**src/rtl/image_pipe_ctrl.sv**
```systemverilog
// Frame sequencer ahead of the greyscale/convolution pipeline.
// Arms on enable, syncs to SOF, regenerates X/Y, reports completion.
module image_pipe_ctrl #(
  parameter int IMG_W     = 640,
  parameter int IMG_H     = 480,
  parameter int DRAIN_CYC = 1300,
  parameter int CNT_W     = 20
) (
  input  logic             iCLK,
  input  logic             iRST,
  input  logic             iEnable,
  input  logic             iFVAL,
  input  logic             iDVAL,
  input  logic [11:0]      iDATA,
  input  logic             iMode_sw,
  input  logic             iProc_valid,
  output logic [11:0]      oDATA,
  output logic             oDVAL,
  output logic [10:0]      oX_Cont,
  output logic [10:0]      oY_Cont,
  output logic             oMode,
  output logic             oBusy,
  output logic             oFrame_done,
  output logic [CNT_W-1:0] oProc_cnt,
  output logic             oErr
);

  localparam int DW = $clog2(DRAIN_CYC + 1);

  typedef enum logic [1:0] {
    IDLE,
    WAIT_SOF,
    ACTIVE,
    DRAIN
  } state_t;

  state_t           state_q, state_d;
  logic             fval_q;
  logic [10:0]      x_q, x_d;
  logic [10:0]      y_q, y_d;
  logic [DW-1:0]    drain_q, drain_d;
  logic [CNT_W-1:0] proc_q, proc_d;
  logic [CNT_W-1:0] proc_cnt_q, proc_cnt_d;
  logic [11:0]      data_q, data_d;
  logic             dval_q, dval_d;
  logic [10:0]      ox_q, ox_d;
  logic [10:0]      oy_q, oy_d;
  logic             mode_q, mode_d;
  logic             busy_q, busy_d;
  logic             done_q, done_d;
  logic             err_q, err_d;

  logic             rise;
  logic             x_end;
  logic             last_px;
  logic [CNT_W-1:0] proc_sat;

  assign rise     = iFVAL & ~fval_q;
  assign x_end    = (x_q == 11'(IMG_W - 1));
  assign last_px  = x_end && (y_q == 11'(IMG_H - 1));
  assign proc_sat = (proc_q == '1) ? proc_q : proc_q + 1'b1;

  always_comb begin
    state_d    = state_q;
    x_d        = x_q;
    y_d        = y_q;
    drain_d    = drain_q;
    proc_d     = proc_q;
    proc_cnt_d = proc_cnt_q;
    data_d     = data_q;
    dval_d     = 1'b0;
    ox_d       = ox_q;
    oy_d       = oy_q;
    mode_d     = mode_q;
    done_d     = 1'b0;
    err_d      = err_q;
    unique case (state_q)
      IDLE: begin
        if (iEnable) begin
          state_d = WAIT_SOF;
          err_d   = 1'b0;
        end
      end
      WAIT_SOF: begin
        if (rise) begin
          mode_d  = iMode_sw;
          x_d     = '0;
          y_d     = '0;
          proc_d  = '0;
          state_d = ACTIVE;
        end else if (!iEnable) begin
          state_d = IDLE;
        end
      end
      ACTIVE: begin
        if (iProc_valid) proc_d = proc_sat;
        if (iDVAL) begin
          data_d = iDATA;
          dval_d = 1'b1;
          ox_d   = x_q;
          oy_d   = y_q;
          if (x_end) begin
            x_d = '0;
            y_d = y_q + 11'd1;
          end else begin
            x_d = x_q + 11'd1;
          end
        end
        // a pixel on the falling-FVAL cycle still counts
        if (iDVAL && last_px) begin
          state_d = DRAIN;
          drain_d = '0;
        end else if (!iFVAL) begin
          err_d   = 1'b1;
          state_d = DRAIN;
          drain_d = '0;
        end
      end
      DRAIN: begin
        if (iProc_valid) proc_d = proc_sat;
        drain_d = drain_q + 1'b1;
        if (drain_q == DW'(DRAIN_CYC - 1)) begin
          done_d     = 1'b1;
          proc_cnt_d = iProc_valid ? proc_sat : proc_q;
          state_d    = iEnable ? WAIT_SOF : IDLE;
        end
      end
      default: state_d = IDLE;
    endcase
    busy_d = (state_d != IDLE);
  end

  always_ff @(posedge iCLK) begin
    if (iRST) begin
      state_q    <= IDLE;
      fval_q     <= 1'b0;
      x_q        <= '0;
      y_q        <= '0;
      drain_q    <= '0;
      proc_q     <= '0;
      proc_cnt_q <= '0;
      data_q     <= '0;
      dval_q     <= 1'b0;
      ox_q       <= '0;
      oy_q       <= '0;
      mode_q     <= 1'b0;
      busy_q     <= 1'b0;
      done_q     <= 1'b0;
      err_q      <= 1'b0;
    end else begin
      state_q    <= state_d;
      fval_q     <= iFVAL;
      x_q        <= x_d;
      y_q        <= y_d;
      drain_q    <= drain_d;
      proc_q     <= proc_d;
      proc_cnt_q <= proc_cnt_d;
      data_q     <= data_d;
      dval_q     <= dval_d;
      ox_q       <= ox_d;
      oy_q       <= oy_d;
      mode_q     <= mode_d;
      busy_q     <= busy_d;
      done_q     <= done_d;
      err_q      <= err_d;
    end
  end

  assign oDATA       = data_q;
  assign oDVAL       = dval_q;
  assign oX_Cont     = ox_q;
  assign oY_Cont     = oy_q;
  assign oMode       = mode_q;
  assign oBusy       = busy_q;
  assign oFrame_done = done_q;
  assign oProc_cnt   = proc_cnt_q;
  assign oErr        = err_q;

endmodule

```
**config.mk**
```make
export PLATFORM = sky130hd
export DESIGN_NAME = image_pipe_ctrl
export DESIGN_NICKNAME = d
export VERILOG_FILES = /design/src/rtl/image_pipe_ctrl.sv
export SDC_FILE = /design/constraint.sdc
export NUM_CORES = 1
export LEC_CHECK = 0
export CORE_UTILIZATION = 50
export DETAILED_ROUTE_END_ITERATION = 6
export HOLD_SLACK_MARGIN = 0.08
export PLACE_DENSITY_LB_ADDON = 0.12
export SLEW_MARGIN = 25
export SYNTH_ARGS = -nofsm -noshare
export SYNTH_HDL_FRONTEND = slang
export SYNTH_SLANG_ARGS = --single-unit
```
**constraint.sdc**
```tcl
create_clock -name iCLK -period 2.6 [get_ports iCLK]
set_clock_uncertainty 0.2 [all_clocks]
set_input_delay 0.52 -clock iCLK [delete_from_list [all_inputs] [get_ports iCLK]]
set_output_delay 0.52 -clock iCLK [all_outputs]
set_load 0.005 [all_outputs]
```
Word-level counts from Yosys, hierarchy flattened --
Index checks and enable logic that the tools add are counted.
Cells by class: div/mod/pow operators 0, $lt $le $gt $ge 0, shift operators 0, add/sub/neg operators 4, $mul 0, mux-type cells 28, reduce and logical (&&, ||, !) cells 19, equal/unequal tests 14, bitwise operators 4
Operators by type and width (count):
- $mux 11 | 7
- $pmux 11 s2 | 3
- $mux 20 | 3
- $pmux 20 s2 | 1
- $add 11x1->11 const B | 3
- $add 20x1->20 const B | 1
- $eq 20x20->1 const B | 1
- $mux 2 | 6
- $ne 2x2->1 const B | 6
- $eq 11x10->1 const B | 1
- $eq 11x11->1 const B | 1
- $eq 11x9->1 const B | 1
- $reduce_and 2->1 | 5
- $reduce_bool 2->1 | 5
- $pmux 2 s4 | 1
- $reduce_and 4->1 | 2
- $mux 1 | 6
- $reduce_or 2->1 | 3
- $eq 2x2->1 const B | 2
- $ne 3x3->1 const B | 1
- $not 1->1 | 3
- $reduce_and 3->1 | 1
- $eq 2x1->1 const B | 1
- $logic_and 1x1->1 | 2
- 3 further kinds | 3
Word-level totals: word-level logic and storage cells 84, memories kept 0, input port bits 19, memory bits (read-only) 0, latch bits 0, bits in writable memories 0, bits in registers 115

Depth between registers and ports, before layout --
Gate-level depths: netlist of the first run.
depth after elaboration 6, depth in mapped cells 8

Least setup slack after synthesis of the first run --
OpenSTA, ideal clock, no wires.
kind input -> register, start input port iDVAL, end register drain_q[6], slack 0.293 ns, path buffers 1, stages on the path 6, data arrival time 2.035 ns, cell sequence or4b_1 -> nor3_2 -> a31oi_1 -> buf_2 -> or4_1 -> a21oi_1
On the way: cells in the longest elaborated chain, start to end 3
RTL lines:
- from (decl) | RTL line 13 | input logic iDVAL,
- $logic_and 1x1->1 (*) | RTL line 110 | if (iDVAL && last_px) begin
- $mux 11 / $ne 3x3->1 (equally long branches)
- $pmux 11 s2 / $reduce_and 2->1 (equally long branches)
- to (signal assigned) | RTL line 155 | drain_q <= drain_d;
- to (decl) | RTL line 41 | logic [DW-1:0] drain_q, drain_d;
Every way passes the cells marked *; elsewhere a longest branch is shown, timed or not. A chain may end at the register's enable or synchronous reset.

Worst setup path in the final report of the first run --
start register proc_q[9], end register proc_cnt_q[1], in the netlist oProc_cnt[1]
On the way: cells in the longest elaborated chain, start to end 3
RTL lines:
- from (decl) | RTL line 42 | logic [CNT_W-1:0] proc_q, proc_d;
- from (signal assigned) | RTL line 156 | proc_q <= proc_d;
- $eq 20x20->1 | RTL line 61 | assign proc_sat = (proc_q == '1) ? proc_q : proc_q + 1'b1;
- $mux 20 | RTL line 61
- $mux 20
- to (signal assigned) | RTL line 157 | proc_cnt_q <= proc_cnt_d;
- to (decl) | RTL line 43 | logic [CNT_W-1:0] proc_cnt_q, proc_cnt_d;
No other way between the ends.

==> reports/qor.yml, run 1 <==
status: "completed"
synth_area_um2: 5170
rsz0062_at_grt: "false"
slew_headroom_pct: 57.3
synth_flop_cell: "dfxtp_1"
ys_seq_area_share_pct: 44.5
grt_max_degree: 47
ys_ff_latch: 115
synth_cells: 637
drt_iter0_drc: 244
grt_pass1_vias: 4676
ctsHoldBuffers: 0
ys_types: 57
yosys.area.top_type: "dfxtp_1"
yosys_warnings: 0
die-area_um2: 10800
port_buffers: 77
end_kind: "flip-flop"
period_share_pct: 94.1
cp.required_ns: 2.81
antenna_found_initial: 0
postLayoutCellArea_um2: 6890
period_minus_slack_ns: 2.45
tightest_slew_ns: 0.638
firstDrtPassIters: 5
nFillCells: 825
clk_pin_slew_ns: 0.05
placement.cell_area_um2: 6260
hpwlAfterDp_mm: 9.34
path_cells: "nand4_1 > or4_1 > o21ai_0 > nand2_1 > a311oi_1"
wl_per_cell_um: 15.4
hold_violations: 0
num_vias: 5038
antenna_left: 0
dieHeight_um: 104
core_um2: 9910
r2r_slack_ns: 0.15
slowest_stage: "or4_1"
holdCritPathClass: "in2reg"
irDropWorstVdd_uv: 423
cts.htree.levels: 4
cts_tree: "built"
path_max_fanout: 6
leakagePower_uw: 0.00234
setup_violations: 0
post-place-cells: 847
synth_area_per_cell_um2: 8.12
gp_congestion: 0.881
area_growth_pct: 33.2
slew_violations: 0
clkSinkCount: 115
grt.overflow.total: 0
cts_buffer_depth: 2
ios: 78
synth_edf_count: 0
grt_pass1_wl_mm: 22.6
synthArstFlopShare_pct: 0
crit_arrival_ns: 2.66
fp.dieW_um: 104
cts_root_buf: "clkbuf_8"
cp-start-kind: "flip-flop"
stdcell_count: 880
netlist.area_leader.share_pct: 44.5
drcViolationCount: 0
drv_cap: 0
critPathKind: "reg2reg"
track_usage_pct: 25.8
via_per_inst: 5.73
drive_gt1_share_pct: 11.1
routed_wl_mm: 13.5
numCtsBuffers: 17
final_nets: 757
crit_path_max_incr_delay_ns: 0.65
fmax_mhz: 409
n_antenna_cell: 0
initial_core_util_pct: 52.2
synthTopCellsByArea: "dfxtp_1, nand2_1, a21oi_1, nor2_1, xnor2_1"
synth_fp_nets: 660
clock_latency_ns: 0.52
placementRows: 36
p_per_area_nw_per_um2: 628
fin_hold_ws_ns: 0.230
## worst max-delay path, delay by kind of cell (launching register included)
| family | cells | cell delay [ns] |
|---|---|---|
| AOI/OAI and AO/OA | 2 | 0.62 |
| and+or+nand+nor | 3 | 1.10 |
| DFF | 1 | 0.42 |
## path summary, 6_finish.rpt
check / to / cells after the start / startpoint
worst max register to register: oProc_cnt[1] / 5 / proc_q[9]
worst max-delay path: oProc_cnt[1] / 5 / proc_q[9]
worst min-delay path: drain_q[0] / 2 / iRST
worst min register to register: oY_Cont[1] / 2 / oY_Cont[1]
## metal layers
metal  global-route usage (%)  up-vias  wire [um]
li1                         -     2514          -
met1                     32.9     2348       6210
met2                     41.9      150       6400
met3                     6.36       26        657
met4                     10.3        0        243
met5                        0        -          0
## synth_stat cells, drive strengths merged (14+ instances only)
master,count
dfxtp,115
nand2,109
a21oi,72
nor2,46
clkbuf,34
nor3,27
nand3,26
o21ai,21
xnor2,19
a211oi,14
## registers in the layout (all words and copies together), names as in the netlist, 2 cells and up
name       flops
oDATA         12
drain_q       11
oProc_cnt     20
oY_Cont       11
proc_q        20
state_q        2
y_q           11
oX_Cont       11
x_q           11
## stage by stage
| step | total power (uW) | TNS, ns | setup WS [ns] | util (%) |
|---|---|---|---|---|
| 4_1_cts | 4350 | 0 | 0.0346 | 69.3 |
| 3_3_place_gp | 2020 | -2.22 | -0.282 | 63.2 |
| 3_5_place_dp | 2030 | -2.70 | -0.339 | 63.2 |
| 2_1_floorplan | 1930 | 0 | 0.293 | - |
| 6_report | 4330 | 0 | 0.153 | 69.5 |
| 5_1_grt | 4470 | 0 | 0.00192 | 69.5 |
## cells in the final DEF (no fill, tap or decap), types with 6 or more instances in the layout
cell / Yosys / final
or3_1: 9 / 9
clkbuf_16: 0 / 16
nor3_1: 25 / 25
nand2_1: 109 / 109
clkdlybuf4s50_1: 0 / 76
buf_4: 0 / 40
o31ai_1: 6 / 6
inv_1: 10 / 10
nand4_1: 12 / 12
and3_1: 12 / 12
a31oi_1: 12 / 11
xor2_1: 8 / 8
a211oi_1: 14 / 14
nor2_1: 46 / 46
dfxtp_1: 115 / 114
or4_1: 7 / 7
xnor2_1: 19 / 19
nand3_1: 26 / 26
a21oi_1: 72 / 72
o21ai_0: 19 / 19
## cells by family (layout without fill, tap and decap cells)
group                    after synthesis  after routing  synth area share [%]
AO/OA/AOI/OAI                        158            158                  18.8
XOR/XNOR                              27             27                  4.57
adder cells (fa/ha/maj)                4              4                 0.967
buffers and inverters                 50            160                  3.89
flip-flops                           115            115                  44.5
multiplexers                           2              2                 0.387
AND/OR/NAND/NOR                      281            281                  26.9
## final cells by class
class,count,area (um^2),area share [%]
clock inverter,9,126,1.83
tap,133,166,2.41
sequential,115,2300,33.4
timing repair buffer,118,1090,15.8
multi-input combinational,472,2700,39.1
clock buffer,23,477,6.92
inverter,10,37.5,0.545
## power by group
part           switching [uW]  leakage [uW]  internal [uW]
combinational             118       0.00111           85.7
clock                     779      0.000298           1550
sequential               13.9      0.000928           1780
## repair_timing
item,CTS,global route
hold endpoints to repair,0,0
endpoints found under the setup margin,0,8
buffers inserted,0,1
resized for setup,0,3
No activity file was read; power rests on OpenSTA's default activity.
==> run 2, diff against run 1 <==
- CORE_UTILIZATION: 50 -> 40
- SLEW_MARGIN: 25 -> 40
==> reports/qor.yml, run 2 (synthesized netlist as in run 1, its figures left out) <==
status: "completed"
hpwlAfterDp_mm: 9.82
cp.required_ns: 2.73
fin_util_pct: 55.8
ios: 78
num_vias: 4997
crit_start: "iDVAL"
min_path_cells: 2
fp.dieW_um: 116
r2r_start: "x_q[9]"
cp-start-kind: "input pin"
cts_buffer_depth: 2
fin_tns_setup_ns: 0
wl_per_cell_um: 14.8
timing.rr.end: "drain_q[8]"
leakagePower_uw: 0.00240
placementRows: 41
period_share_pct: 95.8
grt_pass1_vias: 4610
slowest_stage: "or4_1"
final_cell_mix: "dfxtp_1, nand2_1, clkdlybuf4s50_1, a21oi_1, buf_4"
hold_path_startpoint: "oY_Cont[1]"
drt_iter0_drc: 295
grt_pass1_wl_mm: 22.4
drive_gt1_share_pct: 12.5
crit_path_max_incr_delay_ns: 0.54
slew_headroom_pct: 57.7
path_cells: "clkdlybuf4s50_1 > or4b_1 > nor3_2 > a31oi_4 > or4_1 > a21oi_1"
tightest_slew_ns: 0.635
core_um2: 12600
irDropWorstVdd_uv: 378
cts.htree.levels: 4
place_ws_ns: -0.349
drv_cap: 0
power.total_uw: 4390
met1_usage_pct: 27.3
gp_congestion: 0.855
routed_wl_mm: 13.8
critPathBufInv: 1
timing.final.ws_setup_ns: 0.108
period_minus_slack_ns: 2.49
drcViolationCount: 0
crit_family: "simple AND/OR/NAND/NOR gates"
holdCritPathClass: "reg2reg"
initial_core_util_pct: 41.0
grtUsageMet2_pct: 35.9
fmax_mhz: 401
slew_violations: 0
nFillCells: 1193
area_growth_pct: 36.1
hold_end: "oY_Cont[1]"
crit_arrival_ns: 2.62
postLayoutCellArea_um2: 7050
clock_latency_ns: 0.41
grt.overflow.total: 0
final_common_cell: "dfxtp_1"
hold_violations: 0
antenna_found_initial: 0
final_nets: 770
n_antenna_cell: 0
use_met3_pct: 4.86
grt_busiest_layer: "met2"
r2r_slack_ns: 0.20
setup_violations: 0
critPathKind: "in2reg"
die-area_um2: 13400
clk_pin_slew_ns: 0.05
worstRegToRegCells: 5
grt_max_degree: 61
antenna_left: 0
end_kind: "flip-flop"
p_per_area_nw_per_um2: 624
placement.cell_area_um2: 6400
cts_root_buf: "clkbuf_16"
dieHeight_um: 116
numCtsBuffers: 17
cts_tree: "built"
firstDrtPassIters: 4
port_buffers: 77
via_per_inst: 5.37
track_usage_pct: 21.5
clkSinkCount: 115
path_max_fanout: 8
-- run 2: per-layer routing --
| metal | part of all wire [%] | routed length, um | up-vias |
|---|---|---|---|
| li1 | - | - | 2533 |
| met1 | 48 | 6580 | 2329 |
| met2 | 47 | 6470 | 120 |
| met3 | 4.4 | 601 | 15 |
| met4 | 1.2 | 159 | 0 |
| met5 | 0 | 0 | - |
-- run 2: layout make-up --
cell class	instances	area (um^2)	share of cell area (%)
clock inverters	9	128	1.81
repair buffers	131	1180	16.8
flip-flops and latches	115	2300	32.7
well taps	172	215	3.05
inverters	10	37.5	0.533
multi-input cells	472	2700	38.3
clock buffers	22	484	6.87
-- run 2: worst max-delay path by stage --
stage                     slack (ns)  cells after the start          end
final                           0.11                      6   drain_q[8]
after global routing           -0.02                      6   drain_q[8]
after CTS                       0.07                      7   drain_q[4]
after detailed placement       -0.35                      7   drain_q[4]
after global placement         -0.25                      7  drain_q[10]
after floorplan                 0.29                      6   drain_q[6]
-- run 2: power breakdown --
part	internal, uW	leakage [uW]	total (uW)	switching (uW)
Sequential	1780	0.000927	1790	13.3
Combinational	95.8	0.00118	217	121
Clock	1600	0.000294	2390	792
Total	3470	0.00240	4390	926
-- run 2: through the flow --
| stage | hold WS (ns) | cells |
|---|---|---|
| floorplan | 0.248 | 637 |
| global placement | 0.240 | 898 |
| detailed placement | 0.249 | 898 |
| CTS | 0.257 | 929 |
| global route | 0.271 | 931 |
| finish | 0.253 | 931 |
-- run 2: timing repair --
action                                  4_1_cts  5_1_grt
endpoints found under the setup margin        0        5
hold buffers                                  0        0
setup buffers                                 0        2
gates resized for setup                       0        3
-- run 2: worst min-delay path, stage by stage (launching register included) --
cell,delay [ns]
dfxtp_1,0.30
nand2_1,0.05
a21oi_1,0.05
==> run 3, diff against run 2 <==
- SKIP_CTS_REPAIR_TIMING: default -> 1
==> results of run 3 <==
No change in the layout: final DEF, timing and power equal those of run 2.
